<file path="src/rtl/rv_hazard_ctrl.sv">
// ---------------------------------------------------------------------------
// rv_hazard_ctrl
//
// Pipeline hazard controller for the 5-stage RV32I core.
//   - Registers the EX-stage operand forwarding selects (computed while the
//     instruction is in ID, presented while it is in EX).
//   - Detects load-use hazards and stalls PC/IF-ID while bubbling ID/EX.
//   - Flushes IF/ID and ID/EX on a taken branch / jump resolved in EX.
//   - Freezes the whole pipeline while data memory is busy.
//   - Keeps its own shadow copy of destination-register state for the
//     instructions downstream of ID, so the datapath stages do not have to
//     export their pipeline registers.
//
// Handshake / hold semantics: there is no valid/ready pair here. The single
// hold contract is: while o_hz_freeze=1, every stage register from ID/EX
// onwards (and this block's shadow state) keeps its value; while
// o_hz_stall_pc / o_hz_stall_ifid are 1, PC and IF/ID keep their value.
// Flush / bubble outputs replace the named register contents with a bubble
// on the next clock edge.
//
// Ports
//   i_hz_clk, i_hz_rstn           clock, asynchronous active-low reset
//   i_hz_id_rs1/rs2 (+_used)      ID source registers and whether read
//   i_hz_id_rf_we/rf_wa/is_load   ID destination-register information
//   i_hz_ex_flush                 branch taken / jump resolved in EX
//   i_hz_dmem_busy                data memory not done, pipeline holds
//   o_hz_ex_rd1_sel/rd2_sel       registered forward select
//                                 (00 regfile, 01 from MEM, 10 from WB)
//   o_hz_stall_pc/stall_ifid      hold PC / IF-ID
//   o_hz_flush_ifid               clear IF/ID
//   o_hz_bubble_idex              load a bubble into ID/EX
//   o_hz_freeze                   hold ID/EX, EX/MEM, MEM/WB
//
// Optional feature (macro RV_HZ_PERF_CNT_EN):
//   o_hz_stall_cnt  32-bit count of load-use stall cycles
//   o_hz_flush_cnt  32-bit count of flush cycles
//   Freeze cycles are never counted; both counters wrap.
// ---------------------------------------------------------------------------
module rv_hazard_ctrl (
  input  logic       i_hz_clk,
  input  logic       i_hz_rstn,
  input  logic [4:0] i_hz_id_rs1,
  input  logic [4:0] i_hz_id_rs2,
  input  logic       i_hz_id_rs1_used,
  input  logic       i_hz_id_rs2_used,
  input  logic       i_hz_id_rf_we,
  input  logic [4:0] i_hz_id_rf_wa,
  input  logic       i_hz_id_is_load,
  input  logic       i_hz_ex_flush,
  input  logic       i_hz_dmem_busy,
  output logic [1:0] o_hz_ex_rd1_sel,
  output logic [1:0] o_hz_ex_rd2_sel,
  output logic       o_hz_stall_pc,
  output logic       o_hz_stall_ifid,
  output logic       o_hz_flush_ifid,
  output logic       o_hz_bubble_idex,
  output logic       o_hz_freeze
`ifdef RV_HZ_PERF_CNT_EN
  ,
  output logic [31:0] o_hz_stall_cnt,
  output logic [31:0] o_hz_flush_cnt
`endif
);

  // Forward select encoding.
  localparam logic [1:0] SEL_RF  = 2'b00;
  localparam logic [1:0] SEL_MEM = 2'b01;
  localparam logic [1:0] SEL_WB  = 2'b10;

  // Per-cycle action, highest priority first: freeze > flush > lu > normal.
  typedef enum logic [1:0] {
    ACT_NORMAL = 2'd0,
    ACT_LU     = 2'd1,
    ACT_FLUSH  = 2'd2,
    ACT_FREEZE = 2'd3
  } act_e;

  // Shadow slot for the instruction in EX. we=0 means the slot is empty.
  typedef struct packed {
    logic       we;
    logic [4:0] wa;
    logic       is_load;
  } ex_slot_t;

  // Shadow slot for the instruction in MEM. Whether it was a load no longer
  // matters once it has left EX: its data is available by the time a
  // consumer in EX needs it, so only the write information is kept.
  typedef struct packed {
    logic       we;
    logic [4:0] wa;
  } mem_slot_t;

  // The instruction in WB is only relevant to the register file's own
  // write-through path, which lives outside this block. Forwarding from WB
  // is decided one cycle earlier from the MEM slot (it is registered), so no
  // WB shadow storage is observable and none is kept.

  ex_slot_t  ex_slot;
  mem_slot_t mem_slot;
  ex_slot_t  id_slot;

  logic [1:0] rd1_sel_q;
  logic [1:0] rd2_sel_q;
  logic [1:0] rd1_sel_d;
  logic [1:0] rd2_sel_d;

  logic ex_hit1;
  logic ex_hit2;
  logic mem_hit1;
  logic mem_hit2;
  logic load_use;

  act_e act;

  // A producer matches a source only if it really writes a non-x0 register
  // and the consumer really reads that source.
  function automatic logic reg_match(
    input logic       we,
    input logic [4:0] wa,
    input logic [4:0] rs,
    input logic       used
  );
    return we && (wa != 5'd0) && (wa == rs) && used;
  endfunction

  assign id_slot = '{we:      i_hz_id_rf_we,
                     wa:      i_hz_id_rf_wa,
                     is_load: i_hz_id_is_load};

  assign ex_hit1  = reg_match(ex_slot.we,  ex_slot.wa,  i_hz_id_rs1, i_hz_id_rs1_used);
  assign ex_hit2  = reg_match(ex_slot.we,  ex_slot.wa,  i_hz_id_rs2, i_hz_id_rs2_used);
  assign mem_hit1 = reg_match(mem_slot.we, mem_slot.wa, i_hz_id_rs1, i_hz_id_rs1_used);
  assign mem_hit2 = reg_match(mem_slot.we, mem_slot.wa, i_hz_id_rs2, i_hz_id_rs2_used);

  // A load in EX has no data until it reaches WB, so a consumer directly
  // behind it must wait one cycle.
  assign load_use = ex_slot.is_load && (ex_hit1 || ex_hit2);

  // Action decode and hazard outputs (zero latency, purely combinational).
  always_comb begin
    act              = ACT_NORMAL;
    o_hz_freeze      = 1'b0;
    o_hz_stall_pc    = 1'b0;
    o_hz_stall_ifid  = 1'b0;
    o_hz_flush_ifid  = 1'b0;
    o_hz_bubble_idex = 1'b0;

    if (i_hz_dmem_busy) begin
      // A flush arriving now is dropped: the branch sitting in EX is frozen
      // as well and raises the flush again once the freeze lifts.
      act             = ACT_FREEZE;
      o_hz_freeze     = 1'b1;
      o_hz_stall_pc   = 1'b1;
      o_hz_stall_ifid = 1'b1;
    end else if (i_hz_ex_flush) begin
      // The ID instruction is on the wrong path, so a load-use stall for it
      // would be pointless; flush wins and the front end keeps fetching.
      act              = ACT_FLUSH;
      o_hz_flush_ifid  = 1'b1;
      o_hz_bubble_idex = 1'b1;
    end else if (load_use) begin
      act              = ACT_LU;
      o_hz_stall_pc    = 1'b1;
      o_hz_stall_ifid  = 1'b1;
      o_hz_bubble_idex = 1'b1;
    end
  end

  // Next forward selects for the ID instruction. The EX-slot producer is the
  // younger of the two and will be in MEM when the consumer reaches EX, so
  // it takes precedence over the MEM-slot producer (which will be in WB).
  always_comb begin
    rd1_sel_d = SEL_RF;
    rd2_sel_d = SEL_RF;
    if (ex_hit1) begin
      rd1_sel_d = SEL_MEM;
    end else if (mem_hit1) begin
      rd1_sel_d = SEL_WB;
    end
    if (ex_hit2) begin
      rd2_sel_d = SEL_MEM;
    end else if (mem_hit2) begin
      rd2_sel_d = SEL_WB;
    end
  end

  // Shadow pipeline and registered selects.
  always_ff @(posedge i_hz_clk or negedge i_hz_rstn) begin
    if (!i_hz_rstn) begin
      ex_slot   <= '0;
      mem_slot  <= '0;
      rd1_sel_q <= SEL_RF;
      rd2_sel_q <= SEL_RF;
    end else if (act != ACT_FREEZE) begin
      mem_slot <= '{we: ex_slot.we, wa: ex_slot.wa};
      if (act == ACT_NORMAL) begin
        ex_slot   <= id_slot;
        rd1_sel_q <= rd1_sel_d;
        rd2_sel_q <= rd2_sel_d;
      end else begin
        // Flush or load-use: a bubble enters EX and forwards nothing.
        ex_slot   <= '0;
        rd1_sel_q <= SEL_RF;
        rd2_sel_q <= SEL_RF;
      end
    end
  end

  assign o_hz_ex_rd1_sel = rd1_sel_q;
  assign o_hz_ex_rd2_sel = rd2_sel_q;

`ifdef RV_HZ_PERF_CNT_EN
  logic [31:0] stall_cnt_q;
  logic [31:0] flush_cnt_q;

  always_ff @(posedge i_hz_clk or negedge i_hz_rstn) begin
    if (!i_hz_rstn) begin
      stall_cnt_q <= '0;
      flush_cnt_q <= '0;
    end else begin
      if (act == ACT_LU) begin
        stall_cnt_q <= stall_cnt_q + 32'd1;
      end
      if (act == ACT_FLUSH) begin
        flush_cnt_q <= flush_cnt_q + 32'd1;
      end
    end
  end

  assign o_hz_stall_cnt = stall_cnt_q;
  assign o_hz_flush_cnt = flush_cnt_q;
`endif

endmodule

</file>
<file path="config.mk">
export PLATFORM = sky130hd
export DESIGN_NAME = rv_hazard_ctrl
export DESIGN_NICKNAME = d
export VERILOG_FILES = /design/src/rtl/rv_hazard_ctrl.sv
export SDC_FILE = /design/constraint.sdc
export NUM_CORES = 1
export LEC_CHECK = 0
export ABC_CLOCK_PERIOD_IN_PS = 2300
export BUFFER_PORTS_ARGS = -buffer_cell sky130_fd_sc_hd__buf_2
export CAP_MARGIN = 20
export CORE_MARGIN = 2
export CORE_UTILIZATION = 35
export DETAILED_ROUTE_END_ITERATION = 8
export PLACE_DENSITY_LB_ADDON = 0.3
export REMOVE_ABC_BUFFERS = 1
export SYNTH_ARGS = -nofsm -noshare
export SYNTH_HDL_FRONTEND = slang
export SYNTH_SLANG_ARGS = --single-unit
export TNS_END_PERCENT = 50
</file>
<file path="constraint.sdc">
create_clock -name i_hz_clk -period 2.3 [get_ports i_hz_clk]
set_input_delay 0.46 -clock i_hz_clk [delete_from_list [all_inputs] [get_ports i_hz_clk]]
set_output_delay 0.46 -clock i_hz_clk [all_outputs]
set_load 0.1 [all_outputs]
</file>
==> reports/qor.yml, run 1 <==
worst_setup_path:
  r2r_start: "ex_slot[4]"
  r2r_setup_slack_ps: 380
  cp_num_buf_inv: 1
  cp_data_required_time_ps: 1840
  critical_path.top_delay_family: "simple AND/OR/NAND/NOR gates"
  setup.worst_path.start_class: "flip-flop"
  timing.critical_path.slowest_cell_delay_ps: 520
  worst_r2r_path_depth: 7
  crit_fanout: 5
  worstReg2RegEnd: "o_hz_ex_rd2_sel[1]"
  worst-endpoint-arrival_ps: 1990
  setup.worst_path.end: "o_hz_bubble_idex"
  critical_path_depth: 5
  timing.critical_path.slowest_stage_cell: "sky130_fd_sc_hd__or4_1"
  cp-startpoint: "ex_slot[4]"
  critPathKind: "reg -> out"
  end_kind: "output port"
  crit_chain: "or4_1, o21a_1, and3_4, a21o_1, buf_12"
global_routing:
  via_count_of_the_first_global_routing_pass: 953
  pin_count_of_the_biggest_net_entering_global_routing: 18
  grt.overflow.total: 0
  wire_length_of_the_first_global_routing_pass_mm: 4.305
  number_of_antenna_violations_at_the_first_check_in_global_routing: 0
  grtUsageTotal_pct: 16.39
layout:
  finalCoreUtilization_pct: 49.62
  area.growth.synth_to_final_pct: 32.31
  insertedDiodeCount: 0
  finalNetCount: 170
  drive_above_1_share_pct: 44.52
  final.fill_count: 269
min_path:
  min-delay-path-class: "in -> async"
clock_network:
  numClockSinks: 17
  max-clock-path-buffers: 2
  htreeDepth: 1
  cts_tree: "done"
  numCtsBuffers: 3
  insertion_delay_ps: 280
  cts.reportedPaths.clkPinSlew_ps: 90
  post_cts_hold_fix_bufs: 0
  clock_tree.root_cell: "sky130_fd_sc_hd__clkbuf_4"
placement:
  gp_routability_congestion: 0.8596
  numPortBuffers: 31
  hpwlAfterDp_mm: 2.083
drt:
  finalWirelength_mm: 2.673
  drt-wirelength-per-cell_um: 15.10
  routed-via-count: 976
  drt_iter0_drc: 27
  route.antenna.remaining_nets: 0
  post_detailed_route_via_to_cell_ratio: 5.514
  detail_route.drc_violations: 0
  drtPass1Iterations: 4
floorplan:
  core_um2: 2829
  dieHeight_um: 59.06
  rows: 19
  floorplan_die_area_um2: 3488
  fp.dieW_um: 59.06
  num_io_pins: 32
  start_util_pct: 37.51
synth:
  synth_area_per_cell_um2: 10.20
  number_of_synthesized_register_bits: 17
  yosysWarningCount: 0
  synth_sequential_area_ratio_pct: 40.09
  syn-instance-count: 104
  netlist_area_um2: 1061
  synth_cell_type_count: 27
timing:
  report.final.setup_viol: 3
  fin_setup_tns_ps: -443.7
  max_freq_mhz: 407.5
  timing.max_slew.rel_slack_pct: 67.88
  fin_crit_ps: 2454
  hold_violations: 0
  final.hold.worst_slack_ps: 81.27
  worst-slew-pin-transition_ps: 485.1
  final_max_slew_viol_count: 0
  part_of_the_cycle_the_worst_path_needs_pct: 106.7
  grt_setup_unrepaired: "true"
  postLayoutSetupSlackWorst_ps: -154.2
  clock_skew_ps: 2.908
outcome:
  violations: "setup timing"
  status: "finished with violations"
pwr:
  vdd_ir_drop_max_mv: 0.2667
  power-per-cell-area_nw_per_um2: 522.1
  static_leakage_uw: 0.0006756
job:
  maxCapViolCount: 0
-- Yosys cell counts --
library cell	count	area, um^2
sky130_fd_sc_hd__a22o_1	1	8.760
sky130_fd_sc_hd__a41o_1	1	10.01
sky130_fd_sc_hd__a22oi_1	1	7.510
sky130_fd_sc_hd__clkbuf_1	3	11.26
sky130_fd_sc_hd__and3_4	1	11.26
sky130_fd_sc_hd__nand2_1	9	33.78
sky130_fd_sc_hd__and2_2	2	15.01
sky130_fd_sc_hd__nand4_1	4	25.02
sky130_fd_sc_hd__xnor2_1	12	105.1
sky130_fd_sc_hd__buf_4	3	22.52
sky130_fd_sc_hd__a21oi_1	3	15.01
sky130_fd_sc_hd__a21o_1	1	7.510
sky130_fd_sc_hd__buf_6	1	11.26
sky130_fd_sc_hd__o21a_1	1	7.510
sky130_fd_sc_hd__mux2_2	6	67.56
sky130_fd_sc_hd__a21boi_0	5	37.54
sky130_fd_sc_hd__nor4_1	4	25.02
sky130_fd_sc_hd__a32o_2	2	22.52
sky130_fd_sc_hd__o41ai_1	2	17.52
sky130_fd_sc_hd__or4_1	2	15.01
sky130_fd_sc_hd__a21boi_1	1	7.510
sky130_fd_sc_hd__dfrtp_1	17	425.4
sky130_fd_sc_hd__nand3_1	3	15.01
sky130_fd_sc_hd__nor2_1	3	11.26
sky130_fd_sc_hd__xor2_1	8	70.07
sky130_fd_sc_hd__a41oi_1	5	43.79
sky130_fd_sc_hd__inv_1	3	11.26
-- cells in the final DEF (no fill, tap or decap) --
cell type / instances
sky130_fd_sc_hd__a21boi_0: 5
sky130_fd_sc_hd__a21boi_1: 1
sky130_fd_sc_hd__a21o_1: 1
sky130_fd_sc_hd__a21oi_1: 3
sky130_fd_sc_hd__a22o_1: 1
sky130_fd_sc_hd__a22oi_1: 1
sky130_fd_sc_hd__a32o_2: 2
sky130_fd_sc_hd__a41o_2: 1
sky130_fd_sc_hd__a41oi_1: 5
sky130_fd_sc_hd__and2_2: 2
sky130_fd_sc_hd__and3_4: 1
sky130_fd_sc_hd__buf_12: 3
sky130_fd_sc_hd__buf_2: 28
sky130_fd_sc_hd__buf_4: 14
sky130_fd_sc_hd__clkbuf_1: 1
sky130_fd_sc_hd__clkbuf_4: 3
sky130_fd_sc_hd__dfrtp_1: 14
sky130_fd_sc_hd__dfrtp_2: 3
sky130_fd_sc_hd__inv_1: 3
sky130_fd_sc_hd__mux2_2: 6
sky130_fd_sc_hd__nand2_1: 9
sky130_fd_sc_hd__nand3_1: 3
sky130_fd_sc_hd__nand4_1: 4
sky130_fd_sc_hd__nor2_1: 3
sky130_fd_sc_hd__nor4_1: 2
sky130_fd_sc_hd__nor4_2: 2
sky130_fd_sc_hd__o21a_1: 1
sky130_fd_sc_hd__o41ai_1: 2
sky130_fd_sc_hd__or4_1: 2
sky130_fd_sc_hd__xnor2_1: 12
sky130_fd_sc_hd__xor2_1: 8
-- report_power, final --
part	total [uW]	internal, uW	switching (uW)
sequential	355	321	33.9
combinational	226	106	120
clock	152	67.2	84.8
total	733	494	239
-- sequential cells by signal (all words and copies together) (netlist names) --
signal and flops:
ex_slot 7, mem_slot 6, o_hz_ex_rd1_sel 2, o_hz_ex_rd2_sel 2
-- worst register-to-register path, delay by kind of cell, from the launching register on --
family	cells	cell delay, ps
buf+inv	3	390
flops	1	450
compound gates	2	400
simple gates	2	640
-- timing repair --
action	4_1_cts	5_1_grt
endpoints found under the setup margin	3	3
pin swaps	6	2
gates resized for setup	4	2
setup buffers	3	1
-- worst min-delay path by stage --
stage	slack, ps	startpoint	cells past startpoint	end
2_1_floorplan	160	i_hz_rstn	0	ex_slot[0]
3_3_place_gp	400	i_hz_rstn	1	ex_slot[6]
3_5_place_dp	400	i_hz_rstn	1	ex_slot[6]
4_1_cts	90	i_hz_rstn	1	ex_slot[0]
5_1_grt	90	i_hz_rstn	1	ex_slot[6]
6_report	80	i_hz_rstn	1	ex_slot[0]
-- cell type report --
cell class,count,area (um^2),share of cell area (%)
Clock buffer,4,26.28,1.872
Tap cell,31,38.79,2.763
Inverter,3,11.26,0.8021
Timing Repair Buffer,45,305.3,21.75
Sequential cell,17,429.2,30.57
Multi-Input combinational cell,77,593.1,42.25
-- through the flow --
| stage | instances | area [um^2] | setup WS (ps) | total power, uW |
|---|---|---|---|---|
| finish | 177 | 1404 | -154.2 | 733.0 |
| global route | 177 | 1404 | -238.9 | 775.8 |
| CTS | 176 | 1394 | -183.8 | 738.8 |
| detailed placement | 169 | 1330 | -32.28 | 573.1 |
| global placement | 169 | 1330 | 0.6098 | 568.4 |
| floorplan | 97 | 1016 | -909.7 | 472.6 |
-- kinds of logic (layout without fill, tap and decap cells) --
logic type                after synthesis  in the layout  share of synthesized area, %
and+or+nand+nor                        28             28                         14.27
AOI/OAI and AO/OA                      23             23                         17.45
xor gates and xnor gates               20             20                         16.51
DFF                                    17             17                         40.09
buffers and inverters                  10             52                         5.306
muxes                                   6              6                         6.367
-- layer usage --
layer | GRT usage, % | part of all wire, %
met1 | 21.93 | 46
met2 | 26.83 | 47
met3 | 2.402 | 5.3
met4 | 6.169 | 1.4
met5 | 0 | 0
No activity file was read; power rests on OpenSTA's default activity.
==> run 2, diff against run 1 <==
--- a/config.mk
+++ b/config.mk
@@ -9,7 +9,7 @@
 export BUFFER_PORTS_ARGS = -buffer_cell sky130_fd_sc_hd__buf_2
 export CAP_MARGIN = 20
 export CORE_MARGIN = 2
-export CORE_UTILIZATION = 35
+export CORE_UTILIZATION = 50
 export DETAILED_ROUTE_END_ITERATION = 8
 export PLACE_DENSITY_LB_ADDON = 0.3
 export REMOVE_ABC_BUFFERS = 1
==> reports/qor.yml, run 2 (same netlist as run 1, synthesis figures left out) <==
floorplan:
  num_io_pins: 32  # unchanged
  fp.dieW_um: 50.07  # -15%
  core_um2: 1982  # -30%
  rows: 16  # -3
  start_util_pct: 53.54  # +16 points
  dieHeight_um: 50.07  # -15%
  floorplan_die_area_um2: 2507  # -28%
placement:
  dp.cells: 161  # -4.7%
  numPortBuffers: 31  # unchanged
  placedInstanceArea_um2: 1295  # -2.6%
  hpwlAfterDp_mm: 1.954  # -6.2%
  gp_routability_congestion: 0.8608  # +0.14%
global_routing:
  grtUsageTotal_pct: 24.65  # +8.3 points
  wire_length_of_the_first_global_routing_pass_mm: 4.664  # +8.3%
  via_count_of_the_first_global_routing_pass: 1029  # +8.0%
  pin_count_of_the_biggest_net_entering_global_routing: 20  # +2
  grt.overflow.total: 0  # unchanged
  number_of_antenna_violations_at_the_first_check_in_global_routing: 0  # unchanged
worst_setup_path:
  critical_path_depth: 5  # unchanged
  critPathKind: "reg -> out"
  cp_data_required_time_ps: 1840  # about the same
  crit_chain: "xor2_2, nor4_4, a22o_1, a41o_1, buf_12"
  end_kind: "output port"
  setup.worst_path.start_class: "flip-flop"
  crit_fanout: 5  # unchanged
  timing.critical_path.slowest_cell_delay_ps: 480  # -40 ps
  worstReg2RegEnd: "o_hz_ex_rd2_sel[1]"
  critical_path.top_delay_family: "compound AO/OA/AOI/OAI gates"
  worst-endpoint-arrival_ps: 2040  # +50 ps
  cp_num_buf_inv: 1  # unchanged
  r2r_start: "ex_slot[5]"
  worst_r2r_path_depth: 6  # -1
  timing.critical_path.slowest_stage_cell: "sky130_fd_sc_hd__dfrtp_2"
  r2r_setup_slack_ps: 570  # +190 ps
clock_network:
  clock_tree.root_cell: "sky130_fd_sc_hd__clkbuf_4"
  numCtsBuffers: 3  # unchanged
  post_cts_hold_fix_bufs: 0  # unchanged
  insertion_delay_ps: 290  # about the same
  cts_tree: "done"
  cts.reportedPaths.clkPinSlew_ps: 100  # about the same
  numClockSinks: 17  # unchanged
  htreeDepth: 1  # unchanged
  max-clock-path-buffers: 2  # unchanged
layout:
  largest_register_ff_count: 7  # unchanged
  drive_above_1_share_pct: 44.76  # +0.23 points
  layout.cell_area.non_filler_um2: 1400  # -0.27%
  final_cells: 170  # -4.0%
  layout.cells.most_common: "sky130_fd_sc_hd__buf_2"
  insertedDiodeCount: 0  # unchanged
  area.growth.synth_to_final_pct: 31.96
  final.fill_count: 147  # -45%
  layout_common_cells: "sky130_fd_sc_hd__buf_2, sky130_fd_sc_hd__dfrtp_1, sky130_fd_sc_hd__xnor2_1"
  largest-register: "ex_slot"
  largestRegisters: "ex_slot: 7 flops, mem_slot: 6 flops"
  finalNetCount: 167  # -1.8%
job:
  maxCapViolCount: 0  # unchanged
drt:
  finalWirelength_mm: 2.816  # +5.3%
  drt_iter0_drc: 30  # +11%
  routed-via-count: 1011  # +3.6%
  drtPass1Iterations: 4  # unchanged
  detail_route.drc_violations: 0  # unchanged
  post_detailed_route_via_to_cell_ratio: 5.947  # +7.9%
  drt-wirelength-per-cell_um: 16.56  # +9.7%
  route.antenna.remaining_nets: 0  # unchanged
timing:
  max_freq_mhz: 399.9  # -1.9%
  grt_setup_unrepaired: "true"
  worst-slew-pin-transition_ps: 486.4  # +1.251 ps
  final_max_slew_viol_count: 0  # unchanged
  report.final.setup_viol: 3  # unchanged
  part_of_the_cycle_the_worst_path_needs_pct: 108.7  # +2.0 points
  clock_skew_ps: 0.8125  # -2.096 ps
  final.hold.worst_slack_ps: 77.85  # -3.418 ps
  fin_crit_ps: 2501  # +46.48 ps
  postLayoutSetupSlackWorst_ps: -200.6  # -46.48 ps
  hold_violations: 0  # unchanged
  timing.max_slew.rel_slack_pct: 67.80  # -0.083 points
min_path:
  min-delay-path-class: "in -> async"
outcome:
  violations: "setup timing"
  status: "finished with violations"
pwr:
  power-per-cell-area_nw_per_um2: 537.6  # +3.0%
  static_leakage_uw: 0.0006624  # -2.0%
  vdd_ir_drop_max_mv: 0.4289  # +61%
run 2: through the flow:
step	worst slack, ps	setup TNS, ps	total power [uW]	util [%]
floorplan	-909.7	-2501	472.6	-
global placement	-12.25	-27.36	557.6	65.34
detailed placement	-38.50	-87.99	565.5	65.34
CTS	-208.3	-615.9	740.2	68.18
global route	-284.6	-830.1	794.3	70.64
finish	-200.6	-593.5	752.7	70.64
run 2: power breakdown:
part | total [uW] | switching [uW] | internal [uW] | leakage (uW)
logic | 232 | 126 | 105 | 0.000429
registers | 357 | 35.3 | 321 | 0.000219
clock network | 164 | 97.0 | 67.5 | 0.0000150
total | 753 | 258 | 494 | 0.000662
run 2: worst max path at each step:
| stage | end | start | slack (ps) |
|---|---|---|---|
| final | o_hz_stall_ifid | ex_slot[5] | -200 |
| after global routing | o_hz_stall_ifid | ex_slot[5] | -280 |
| after CTS | o_hz_stall_ifid | ex_slot[5] | -210 |
| after detailed placement | o_hz_stall_ifid | i_hz_id_rs1[4] | -40 |
| after global placement | o_hz_stall_pc | i_hz_id_rs1[4] | -10 |
| after floorplan | o_hz_stall_ifid | i_hz_id_rs2[3] | -910 |
run 2: area by class of cell:
cell class | count | area (um^2) | area share (%)
clock buffer | 4 | 26.28 | 1.877
inverter | 3 | 11.26 | 0.8043
multi-input combinational | 77 | 611.8 | 43.70
sequential | 17 | 430.4 | 30.74
tap | 27 | 33.78 | 2.413
timing repair buffer | 42 | 286.5 | 20.46
run 2: what timing repair did:
item	in CTS	in global routing
resized for setup	4	6
buffers inserted	2	3
gates cloned	0	0
endpoints found under the setup margin	3	3
pin swaps	5	10
run 2: layer usage:
| layer | vias to the layer above | GRT usage [%] | routed length (um) | part of all wire [%] |
|---|---|---|---|---|
| li1 | 463 | - | - | - |
| met4 | 0 | 9.259 | 36 | 1.3 |
| met1 | 492 | 30.89 | 1111 | 39 |
| met2 | 50 | 41.67 | 1494 | 53 |
| met3 | 6 | 4.545 | 173 | 6.1 |
| met5 | - | 0 | 0 | 0 |
